**config.mk**
```make
export PLATFORM = sky130hd
export DESIGN_NAME = dr_memreq_sched
export DESIGN_NICKNAME = d
export VERILOG_FILES = /design/src/rtl/dr_memreq_sched.sv
export SDC_FILE = /design/constraint.sdc
export NUM_CORES = 1
export LEC_CHECK = 0
export BUFFER_PORTS_ARGS = -buffer_cell sky130_fd_sc_hd__buf_4
export CORE_ASPECT_RATIO = 0.5
export CORE_UTILIZATION = 44
export CTS_BUF_LIST = sky130_fd_sc_hd__clkbuf_16
export CTS_CLUSTER_SIZE = 14
export DETAILED_ROUTE_END_ITERATION = 8
export HOLD_SLACK_MARGIN = 0.06
export MAX_ROUTING_LAYER = met4
export SLEW_MARGIN = 20
export SYNTH_ARGS = -nofsm -noshare
export SYNTH_HDL_FRONTEND = slang
export SYNTH_SLANG_ARGS = --single-unit
```
**constraint.sdc**
```tcl
create_clock -name clk -period 10.23 [get_ports clk]
set_clock_uncertainty 0.2 [all_clocks]
set_input_delay 1.5345 -clock clk [delete_from_list [all_inputs] [get_ports clk]]
set_output_delay 1.5345 -clock clk [all_outputs]
set_load 0.01 [all_outputs]
```
**src/rtl/dr_memreq_sched.sv**
```systemverilog
// dr_memreq_sched: merges demand misses and L2 prefetches onto one memory
// request channel. Demand has priority; a starvation counter forces a
// prefetch grant after PF_STARVE consecutive demand grants. A full prefetch
// queue overwrites its oldest entry instead of back-pressuring.
// Optional macro DR_PF_DEDUP_EN: discard prefetches whose line address is
// already pending in the prefetch queue or the output register.
module dr_memreq_sched #(
  parameter int                   REQ_DEPTH = 8,
  parameter int                   PF_DEPTH  = 8,
  parameter int                   PADDR_W   = 50,
  parameter int                   NID_W     = 5,
  parameter int                   DRID_W    = 6,
  parameter int                   CMD_W     = 3,
  parameter int                   PF_STARVE = 15,
  parameter logic [CMD_W-1:0]     PF_CMD    = 3'd1
) (
  input  logic               clk,
  input  logic               reset,
  input  logic               l2todr_req_valid,
  output logic               l2todr_req_retry,
  input  logic [DRID_W-1:0]  l2todr_req_drid,
  input  logic [CMD_W-1:0]   l2todr_req_cmd,
  input  logic [PADDR_W-1:0] l2todr_req_paddr,
  input  logic               l2todr_pfreq_valid,
  output logic               l2todr_pfreq_retry,
  input  logic [NID_W-1:0]   l2todr_pfreq_nid,
  input  logic [PADDR_W-1:0] l2todr_pfreq_paddr,
  output logic               drtomem_req_valid,
  input  logic               drtomem_req_retry,
  output logic [DRID_W-1:0]  drtomem_req_drid,
  output logic [CMD_W-1:0]   drtomem_req_cmd,
  output logic [PADDR_W-1:0] drtomem_req_paddr,
  output logic [NID_W-1:0]   drtomem_req_nid,
  output logic               drtomem_req_pf,
  output logic [15:0]        pf_drop_cnt
);

  localparam int RA_W  = $clog2(REQ_DEPTH);
  localparam int PA_W  = $clog2(PF_DEPTH);
  localparam int ST_W  = $clog2(PF_STARVE + 1);
  localparam int REQ_W = DRID_W + CMD_W + PADDR_W;
  localparam int PF_W  = NID_W + PADDR_W;
  localparam logic [RA_W:0] REQ_FULL = (RA_W + 1)'(REQ_DEPTH);
  localparam logic [PA_W:0] PF_FULL  = (PA_W + 1)'(PF_DEPTH);

  // Queue storage (no reset: contents are qualified by pointers/counts)
  logic [REQ_W-1:0] req_mem [REQ_DEPTH];
  logic [PF_W-1:0]  pf_mem  [PF_DEPTH];

  logic [RA_W-1:0] req_wr_ptr_reg, req_rd_ptr_reg;
  logic [RA_W:0]   req_count_reg;
  logic            req_retry_reg;
  logic [PA_W-1:0] pf_wr_ptr_reg, pf_rd_ptr_reg;
  logic [PA_W:0]   pf_count_reg;
  logic [ST_W-1:0] starve_cnt_reg;
  logic [15:0]     pf_drop_cnt_reg;

  logic               out_valid_reg;
  logic [DRID_W-1:0]  out_drid_reg;
  logic [CMD_W-1:0]   out_cmd_reg;
  logic [PADDR_W-1:0] out_paddr_reg;
  logic [NID_W-1:0]   out_nid_reg;
  logic               out_pf_reg;

  logic req_push, req_pop, req_empty;
  logic pf_push, pf_pop, pf_empty, pf_full, pf_overwrite, pf_drop_evt;
  logic dedup_hit;
  logic load_en, take_d, take_p;
  logic [RA_W:0] req_count_next;

  assign req_empty = (req_count_reg == '0);
  assign pf_empty  = (pf_count_reg == '0);
  assign pf_full   = (pf_count_reg == PF_FULL);

  // Output register refills when empty or when its entry leaves this cycle
  assign load_en = !out_valid_reg || !drtomem_req_retry;
  assign take_d  = !req_empty && (pf_empty || (starve_cnt_reg != ST_W'(PF_STARVE)));
  assign take_p  = !pf_empty && !take_d;
  assign req_pop = load_en && take_d;
  assign pf_pop  = load_en && take_p;

  assign req_push = l2todr_req_valid && !req_retry_reg;

`ifdef DR_PF_DEDUP_EN
  logic [PF_DEPTH-1:0] pf_hit_vec;
  for (genvar gi = 0; gi < PF_DEPTH; gi++) begin : g_dedup
    logic [PA_W-1:0] slot_off;
    // Slot is live if it lies within count entries of the head
    assign slot_off       = PA_W'(gi) - pf_rd_ptr_reg;
    assign pf_hit_vec[gi] = ({1'b0, slot_off} < pf_count_reg) &&
                            (pf_mem[gi][PADDR_W-1:6] == l2todr_pfreq_paddr[PADDR_W-1:6]);
  end
  assign dedup_hit = l2todr_pfreq_valid &&
                     ((|pf_hit_vec) ||
                      (out_valid_reg && out_pf_reg &&
                       (out_paddr_reg[PADDR_W-1:6] == l2todr_pfreq_paddr[PADDR_W-1:6])));
`else
  assign dedup_hit = 1'b0;
`endif

  assign pf_push      = l2todr_pfreq_valid && !dedup_hit;
  assign pf_overwrite = pf_push && pf_full && !pf_pop;
  assign pf_drop_evt  = pf_overwrite || dedup_hit;

  always_comb begin
    req_count_next = req_count_reg;
    if (req_push && !req_pop)      req_count_next = req_count_reg + 1'b1;
    else if (!req_push && req_pop) req_count_next = req_count_reg - 1'b1;
  end

  // Queue storage writes
  always_ff @(posedge clk) begin
    if (req_push) req_mem[req_wr_ptr_reg] <= {l2todr_req_drid, l2todr_req_cmd, l2todr_req_paddr};
    if (pf_push)  pf_mem[pf_wr_ptr_reg]   <= {l2todr_pfreq_nid, l2todr_pfreq_paddr};
  end

  // Demand queue pointers, count and registered full-retry
  always_ff @(posedge clk or negedge reset) begin
    if (!reset) begin
      req_wr_ptr_reg <= '0;
      req_rd_ptr_reg <= '0;
      req_count_reg  <= '0;
      req_retry_reg  <= 1'b0;
    end else begin
      if (req_push) req_wr_ptr_reg <= req_wr_ptr_reg + 1'b1;
      if (req_pop)  req_rd_ptr_reg <= req_rd_ptr_reg + 1'b1;
      req_count_reg <= req_count_next;
      req_retry_reg <= (req_count_next == REQ_FULL);
    end
  end

  // Prefetch queue: overwrite-oldest when full, drop counter saturates
  always_ff @(posedge clk or negedge reset) begin
    if (!reset) begin
      pf_wr_ptr_reg   <= '0;
      pf_rd_ptr_reg   <= '0;
      pf_count_reg    <= '0;
      pf_drop_cnt_reg <= '0;
    end else begin
      if (pf_push) pf_wr_ptr_reg <= pf_wr_ptr_reg + 1'b1;
      if (pf_pop || pf_overwrite) pf_rd_ptr_reg <= pf_rd_ptr_reg + 1'b1;
      if (pf_push && !pf_pop && !pf_full) pf_count_reg <= pf_count_reg + 1'b1;
      else if (!pf_push && pf_pop)        pf_count_reg <= pf_count_reg - 1'b1;
      if (pf_drop_evt && (pf_drop_cnt_reg != 16'hFFFF))
        pf_drop_cnt_reg <= pf_drop_cnt_reg + 16'd1;
    end
  end

  // Starvation counter: counts demand grants made while a prefetch waits
  always_ff @(posedge clk or negedge reset) begin
    if (!reset) begin
      starve_cnt_reg <= '0;
    end else if (pf_empty || pf_pop) begin
      starve_cnt_reg <= '0;
    end else if (req_pop) begin
      starve_cnt_reg <= starve_cnt_reg + 1'b1;
    end
  end

  // Output register: loads the arbitration winner from the queue head
  always_ff @(posedge clk or negedge reset) begin
    if (!reset) begin
      out_valid_reg <= 1'b0;
      out_drid_reg  <= '0;
      out_cmd_reg   <= '0;
      out_paddr_reg <= '0;
      out_nid_reg   <= '0;
      out_pf_reg    <= 1'b0;
    end else if (load_en) begin
      if (take_d) begin
        out_valid_reg <= 1'b1;
        {out_drid_reg, out_cmd_reg, out_paddr_reg} <= req_mem[req_rd_ptr_reg];
        out_nid_reg   <= '0;
        out_pf_reg    <= 1'b0;
      end else if (take_p) begin
        out_valid_reg <= 1'b1;
        out_drid_reg  <= '0;
        out_cmd_reg   <= PF_CMD;
        {out_nid_reg, out_paddr_reg} <= pf_mem[pf_rd_ptr_reg];
        out_pf_reg    <= 1'b1;
      end else begin
        out_valid_reg <= 1'b0;
      end
    end
  end

  assign l2todr_req_retry   = req_retry_reg;
  assign l2todr_pfreq_retry = 1'b0;
  assign drtomem_req_valid  = out_valid_reg;
  assign drtomem_req_drid   = out_drid_reg;
  assign drtomem_req_cmd    = out_cmd_reg;
  assign drtomem_req_paddr  = out_paddr_reg;
  assign drtomem_req_nid    = out_nid_reg;
  assign drtomem_req_pf     = out_pf_reg;
  assign pf_drop_cnt        = pf_drop_cnt_reg;

endmodule

```
# == After elaboration in Yosys (flattened, before gate mapping) ==
# Memory sizes are Yosys's and may differ from the RTL's.
# Cells that the tools add are included.
# word_totals
regBits,107
ram_bits,912
input_bits,119
out_inout_bits,84
wordCells,87
mem_count,2
# op_classes
addsub,10
eq_ne,4
muxes,22
n_reduce_logical,34
# memory_table
name,depth,word_bits,read_ports,rd_ports_with_merged_regs,write_ports,line,text
req_mem,8,59,1,0,1,47,logic [REQ_W-1:0] req_mem [REQ_DEPTH];
pf_mem,8,55,1,0,1,48,logic [PF_W-1:0] pf_mem [PF_DEPTH];
# op_table
op,count
2-to-1 mux 50 bit,2
2-to-1 mux 4 bit,6
adder 16 x 1 -> 16 bit (second input constant),1
!= test 16 bit (second input constant),1
logical AND 1 bit,13
adder 3 x 1 -> 3 bit (second input constant),4
adder 4 x 1 -> 4 bit (second input constant),3
2-to-1 mux 6 bit,2
zero test 1 bit,11
2-to-1 mux 5 bit,2
== test 4 bit (second input constant),2
zero test 4 bit,2
2-to-1 mux 1 bit,8
subtractor 4 x 1 -> 4 bit (second input constant),2
2-to-1 mux 3 bit,2
nonzero test 2 bit,3
logical OR 1 bit,4
!= test 4 bit (second input constant),1
AND reduction 2 bit,1

# == Longest topological paths before layout ==
# Gate-level depths: netlist (run 1).
# depth
ltp_word,10
ltp_mapped,12
depth_no_buf,11

# == Worst setup path before layout (run 1) ==
# Ideal clock, no wire load.
# synth_path
path_type,input port to flip-flop
startpoint,input l2todr_req_valid
endpoint,memory req_mem[0][0] (netlist name) (enable)
setup_ps,621
arrival_time_ps,7404
required_ps,9409
slack_ps,2004
cell_stages,3
path_buffers,1
path_cell_list,nand2b_1 > clkbuf_1 > nor4_1
# synth_between
elab_chain_cells,3
# synth_rtl
element,line,text
from (decl),19,"input logic l2todr_req_valid,"
logical AND 1 bit,82,assign req_push = l2todr_req_valid && !req_retry_reg;
2-to-1 mux 1 bit,113,"if (req_push) req_mem[req_wr_ptr_reg] <= {l2todr_req_drid, l2todr_req_cmd, l2todr_req_paddr};"
2-to-1 mux 1 bit (not written as such),113,
to (decl),47,
# No other way between the ends.

# == Worst setup path in the final report (run 1) ==
# layout_path
startpoint,input drtomem_req_retry
endpoint,register pf_count_reg[3]
# layout_between
elab_chain_cells,7
word_cells_on_any_way,9
classes_between,mux: 1; reduce/logical: 8
# layout_rtl
element,line,text
from (decl),29,"input logic drtomem_req_retry,"
zero test 1 bit (*),76,assign load_en = !out_valid_reg || !drtomem_req_retry;
logical OR 1 bit (*),76,
logical AND 1 bit (*),80,assign pf_pop = load_en && take_p;
zero test 1 bit,142,if (pf_push && !pf_pop && !pf_full) pf_count_reg <= pf_count_reg + 1'b1;
logical AND 1 bit (2 in a row),142,
2-to-1 mux 4 bit or nonzero test 2 bit (tied branches),-,
to (signal assigned),142,
to (signal assigned),143,else if (!pf_push && pf_pop) pf_count_reg <= pf_count_reg - 1'b1;
to (decl),54,logic [PA_W:0] pf_count_reg;
# Every way passes the cells marked *; elsewhere a longest branch is shown, timed or not.
# A chain may end at the register's enable or synchronous reset.

==> results.cfg, run 1 <==
[setup_path]
crit_path_end_kind = flop
critPathTopFamily = compound AO/OA/AOI/OAI gates
path_class = in -> reg
path_cells = buf_4 > and2_1 > a211o_1 > nand3b_1 > ha_1 > a21o_1 > a21o_1 > or3_1 > a21oi_1 > a31o_1
r2r-start = pf_count_reg[0]$_DFFE_PN0P_
slowest_stage = a211o_1
startpoint = drtomem_req_retry
worstPathArrival_ns = 4.51
cpMostUsedCell = a21o_1
r2r_cells = 9
crit_cells = 10
critPathRequiredTime_ns = 10.62
setup.worst_path.start_class = input port
crit_fanout = 25
critical_path.max_stage_delay_ns = 0.86
path_buf_inv = 1

[power_and_ir_drop]
irDropWorstVdd_uv = 124
p_per_area_nw_per_um2 = 279
leakage_nw = 15.3
power.total_mw = 12.5

[detailed_routing]
wl_mm = 83.8
ant_nets = 0
wire_per_inst_microns = 25.4
routed-via-count = 18200
viasPerCell = 5.53
drt_first_pass_iters = 5
drtIter0Drc = 1736
drcViolationCount = 0

[clock_network]
cts_tree = built
h-tree-depth = 3
path_clk_slew_ns = 0.07
cts_root_buffer = clkbuf_16
cts_sinks = 1019
cts_max_path_buffers = 3
hold_buffers = 0
post_cts_buffers = 0
cts_buffers = 91
clk_latency_ns = 0.65
post_cts_resized = 0

[hold_path]
holdPathStages = 2
min-delay-path-class = reg -> reg
min_from = drtomem_req_cmd[2]$_DFFE_PN0P_

[synth]
synth_edf_count = 912
yosys_warnings = 0
synth_cells = 1813
avgSynthCellArea_sq_um = 21.5
synthesis.area_sq_um = 39000
ys_seq_elements = 1019
async_reset_ff_frac = 0.105
synth_top_flop_cell = edfxtp_1
synth.distinct_cells = 51
ys_seq_area_frac = 0.771
syn_nets = 1944
yosysTopAreaCell = edfxtp_1
yosys.area.top_type_share = 0.702
synth.area.top_cells = edfxtp_1, mux4_2, dfrtp_1

[sta]
setup_viol = 0
timing.final.crit_share = 0.402
hold_viol_final = 0
relSlewSlack = 0.290
period_needed_ns = 4.11
rsz0062_at_grt = false
fmax_mhz = 243
worst_slew_pin_slew_ns = 1.07
drv_slew = 0
setup_tns_ns = 0
holdWs_ns = 0.287

[final_layout]
area_delta_synth_final_pct = 14.7
final_cell_mix = edfxtp_1, buf_4, mux4_2, mux2i_1, dfrtp_1
regMostFlops = req_mem
final_layout_size_suffix_gt1_frac = 0.287
largest_reg_flops = 472
final_common_cell = edfxtp_1
nets = 2179
utilization = 0.515

[global_routing]
grt_first_pass_wirelength_mm = 124
grt_max_degree = 74
grt_use_total = 0.193
overflow = 0
grt_pass1_vias = 18200
antenna_found_initial = 4

[run]
drv_cap = 0

[placement]
io_buffers = 201
gp_congestion = 0.861
dp_hpwl_mm = 47.6

[floorplanning]
core_sq_um = 86900
die_h_microns = 213
die_w_microns = 423
rows = 76
die_area_sq_um = 89900
io_pins = 203
start_util = 0.449

[status]
status = complete, no violations
==> power by group <==
| part | internal, mW | total, mW | switching (mW) |
|---|---|---|---|
| registers | 5.29 | 5.75 | 0.459 |
| clock network | 1.79 | 3.25 | 1.46 |
| logic | 1.58 | 3.48 | 1.90 |
==> stage by stage <==
stage	cells	area (sq um)	setup slack, ns
final	3296	44700	6.12
after global routing	3295	44700	5.84
after CTS	3291	44700	5.99
after detailed placement	3124	41900	5.49
after global placement	3124	41900	5.51
after floorplan	1813	39000	2.00
==> logic make-up (layout without fill, tap and decap cells) <==
logic type	after synthesis	after routing	synth area share
flops	1019	1019	0.771
buf+inv	96	405	0.0116
compound gates	127	127	0.0221
other cells	1	5	0.0000962
xor+xnor	26	26	0.00584
fa+ha+maj	13	13	0.00430
simple gates	181	181	0.0220
mux	350	350	0.163
==> synthesized netlist by cell type, types with 2 or more instances <==
library cell,n
o21ai_0,9
mux4_2,228
o221ai_1,14
and2_1,2
mux2_1,3
nor4_1,2
nor2_2,2
nand2_1,89
xor2_1,4
nor3_1,12
nor2_1,22
edfxtp_1,912
o211ai_1,2
ha_1,11
a21oi_1,45
xnor2_1,22
buf_1,5
o21ai_1,11
nand3_1,19
a22o_1,37
nand2b_1,7
clkbuf_1,30
buf_4,8
and3_1,6
buf_2,49
dfrtp_1,107
nand4_1,9
inv_1,4
a21o_1,2
mux2_2,3
mux2i_1,116
or3_1,2
==> final timing paths <==
path,endpoint,slack (ns)
hold reg to reg,drtomem_req_cmd[2]$_DFFE_PN0P_,0.29
min in group asynchronous,drtomem_req_cmd[0]$_DFFE_PN0P_,0.83
setup / recovery,pf_count_reg[3]$_DFFE_PN0P_,6.12
max in group asynchronous,pf_rd_ptr_reg[2]$_DFFE_PN0P_,7.67
hold / removal,drtomem_req_cmd[2]$_DFFE_PN0P_,0.29
setup reg to reg,pf_count_reg[3]$_DFFE_PN0P_,6.14
==> worst register-to-register path, cell delays in order, from the launching register on <==
cell and delay (ns):
dfrtp_1 0.48, nor4_4 0.73, a211o_1 0.90, nand3b_1 0.36, ha_1 0.38, a21o_1 0.17
a21o_1 0.19, or3_1 0.33, a21oi_1 0.17, a31o_1 0.11
==> metal layers <==
metal  up-vias  wire, microns  global-route usage
met3       103           3680              0.0305
met1      9759          40400               0.288
met2       389          38200               0.280
li1       7969              -                   -
met5         -              0                   -
met4         0           1590              0.0448
==> final cells by class <==
type,instances,area [sq um]
inverter,4,15.0
sequential,1019,30100
timing repair buffer,234,1770
clock buffer,96,2400
fill,6942,42200
tap,1170,1460
multi-input combinational,698,8600
antenna,4,10.0
clock inverter,71,398
No activity file was read; power rests on OpenSTA's default activity.
==> inputs of run 2 (changes only) <==
Clock period 10.23 ns to 3.6 ns, I/O delays scaled along.
==> run 2 against run 1 <==
Count of clock-buffer cells in the layout is 4 lower. Design area is 3.4% higher. First-iteration DRC count is 3.2% lower. Clock power grew to 2.7 times the previous value. Register-to-register slack worse by 5.7 ns. Worst setup slack worse by 5.7 ns. Largest power group unchanged.
==> results.cfg, run 2 (synthesis results as in run 1) <==
[final_layout]
final_cell_mix = edfxtp_1, buf_4, mux4_2, dlygate4sd3_1, mux2i_1
final_layout_size_suffix_gt1_frac = 0.280
area_delta_synth_final_pct = 18.7
largest_reg_flops = 472
regMostFlops = req_mem
nets = 2331
seq_area_sq_um = 30100
final_common_cell = edfxtp_1
nFillCells = 6807
multi_input_area_sq_um = 8650

[clock_network]
hold_buffers = 117
post_cts_buffers = 0
cts_max_path_buffers = 3
post_cts_resized = 0
cts_tree = built
cts_buffers = 90
clk_latency_ns = 0.64
path_clk_slew_ns = 0.07
h-tree-depth = 3
cts_sinks = 1019
cts_root_buffer = clkbuf_16

[detailed_routing]
wl_mm = 85.4
routed-via-count = 18700
wire_per_inst_microns = 24.8
drcViolationCount = 0
drtIter0Drc = 1680
viasPerCell = 5.44
drt_first_pass_iters = 5
ant_nets = 0

[global_routing]
grt_util_met3 = 0.0279
grt_pass1_vias = 19300
use_met1 = 0.284
overflow = 0
use_met2 = 0.300
grt_use_total = 0.197
antenna_found_initial = 4
grt_first_pass_wirelength_mm = 126
busiest_layer = met2
grt_max_degree = 60

[power_and_ir_drop]
leakage_nw = 16.0
power.total_mw = 35.6
p_per_area_nw_per_um2 = 769
irDropWorstVdd_uv = 371

[floorplanning]
die_w_microns = 423
io_pins = 203
core_sq_um = 86900
die_h_microns = 213
die_area_sq_um = 89900
start_util = 0.449
rows = 76

[sta]
rsz0062_at_grt = false
worst_slew_pin_slew_ns = 0.965
relSlewSlack = 0.354
drv_slew = 0
hold_viol_final = 0
holdWs_ns = 0.249
timing.final.crit_share = 0.888
fmax_mhz = 313
period_needed_ns = 3.20
setup_viol = 0

[setup_path]
setup.worst_path.start_class = flop
crit_fanout = 8
r2r_cells = 11
worstPathArrival_ns = 3.58
critPathRequiredTime_ns = 3.99
crit_path_end_kind = flop
path_class = reg -> reg

[placement]
gp_congestion = 0.818
io_buffers = 201
dp_hpwl_mm = 51.2

[hold_path]
min-delay-path-class = in -> reg
holdPathStages = 5

[run]
drv_cap = 0

[status]
status = complete, no violations
[run 2: cell count changes in the layout (fill, tap and decap cells not counted), sizes merged]
cell,change
buf,+36
bufinv,-1
clkbuf,-4
clkinv,-9
dlygate4sd3,+117
inv,+8
[run 2: where the power goes]
part	internal [mW]	switching, mW
clock	4.82	4.07
combinational	4.82	5.69
sequential	15.0	1.19
[run 2: worst paths after layout]
| path | startpoint | endpoint | slack, ns |
|---|---|---|---|
| max in group asynchronous | reset | drtomem_req_nid[3]$_DFFE_PN0P_ | 2.13 |
| worst max register to register | req_count_reg[0]$_DFF_PN0_ | pf_count_reg[3]$_DFFE_PN0P_ | 0.40 |
| worst min-delay path | l2todr_req_valid | req_wr_ptr_reg[1]$_DFFE_PN0P_ | 0.25 |
| min in group asynchronous | reset | pf_drop_cnt[2]$_DFFE_PN0P_ | 0.28 |
| worst min register to register | drtomem_req_nid[3]$_DFFE_PN0P_ | drtomem_req_nid[3]$_DFFE_PN0P_ | 0.29 |
| worst max-delay path | req_count_reg[0]$_DFF_PN0_ | pf_count_reg[3]$_DFFE_PN0P_ | 0.40 |
[run 2: routing by layer]
layer | share of wire | up-vias
li1 | - | 8272
met1 | 0.46 | 9967
met2 | 0.48 | 384
met3 | 0.041 | 100
met4 | 0.019 | 0
met5 | 0 | -
[run 2: worst max-delay path: stages, from the launching register on]
cell and delay, ns:
dfrtp_1 0.42, inv_1 0.21, ha_1 0.21, or3b_1 0.38
a211o_1 0.29, nand3b_1 0.18, ha_1 0.27, a21o_1 0.18
a21o_1 0.19, or3_1 0.34, a21oi_1 0.17, a31o_1 0.11
[run 2: area by class of cell]
| type | instances | area share |
|---|---|---|
| antenna | 4 | 0.000216 |
| clock buffer | 92 | 0.0497 |
| clock inverter | 69 | 0.00795 |
| inverter | 4 | 0.000324 |
| multi-input combinational | 698 | 0.187 |
| sequential | 1019 | 0.650 |
| tap | 1170 | 0.0316 |
| timing repair buffer | 387 | 0.0732 |
[run 2: per-stage QoR]
step	cells	setup TNS (ns)	util	instance area, sq um	setup slack (ns)
after global placement	3161	0	0.488	42400	0.458
after floorplan	1813	-199.04	-	39100	-0.702
after CTS	3439	0	0.532	46300	0.438
after global routing	3442	0	0.532	46300	0.261
final	3443	0	0.533	46300	0.405
after detailed placement	3161	0	0.488	42400	0.458
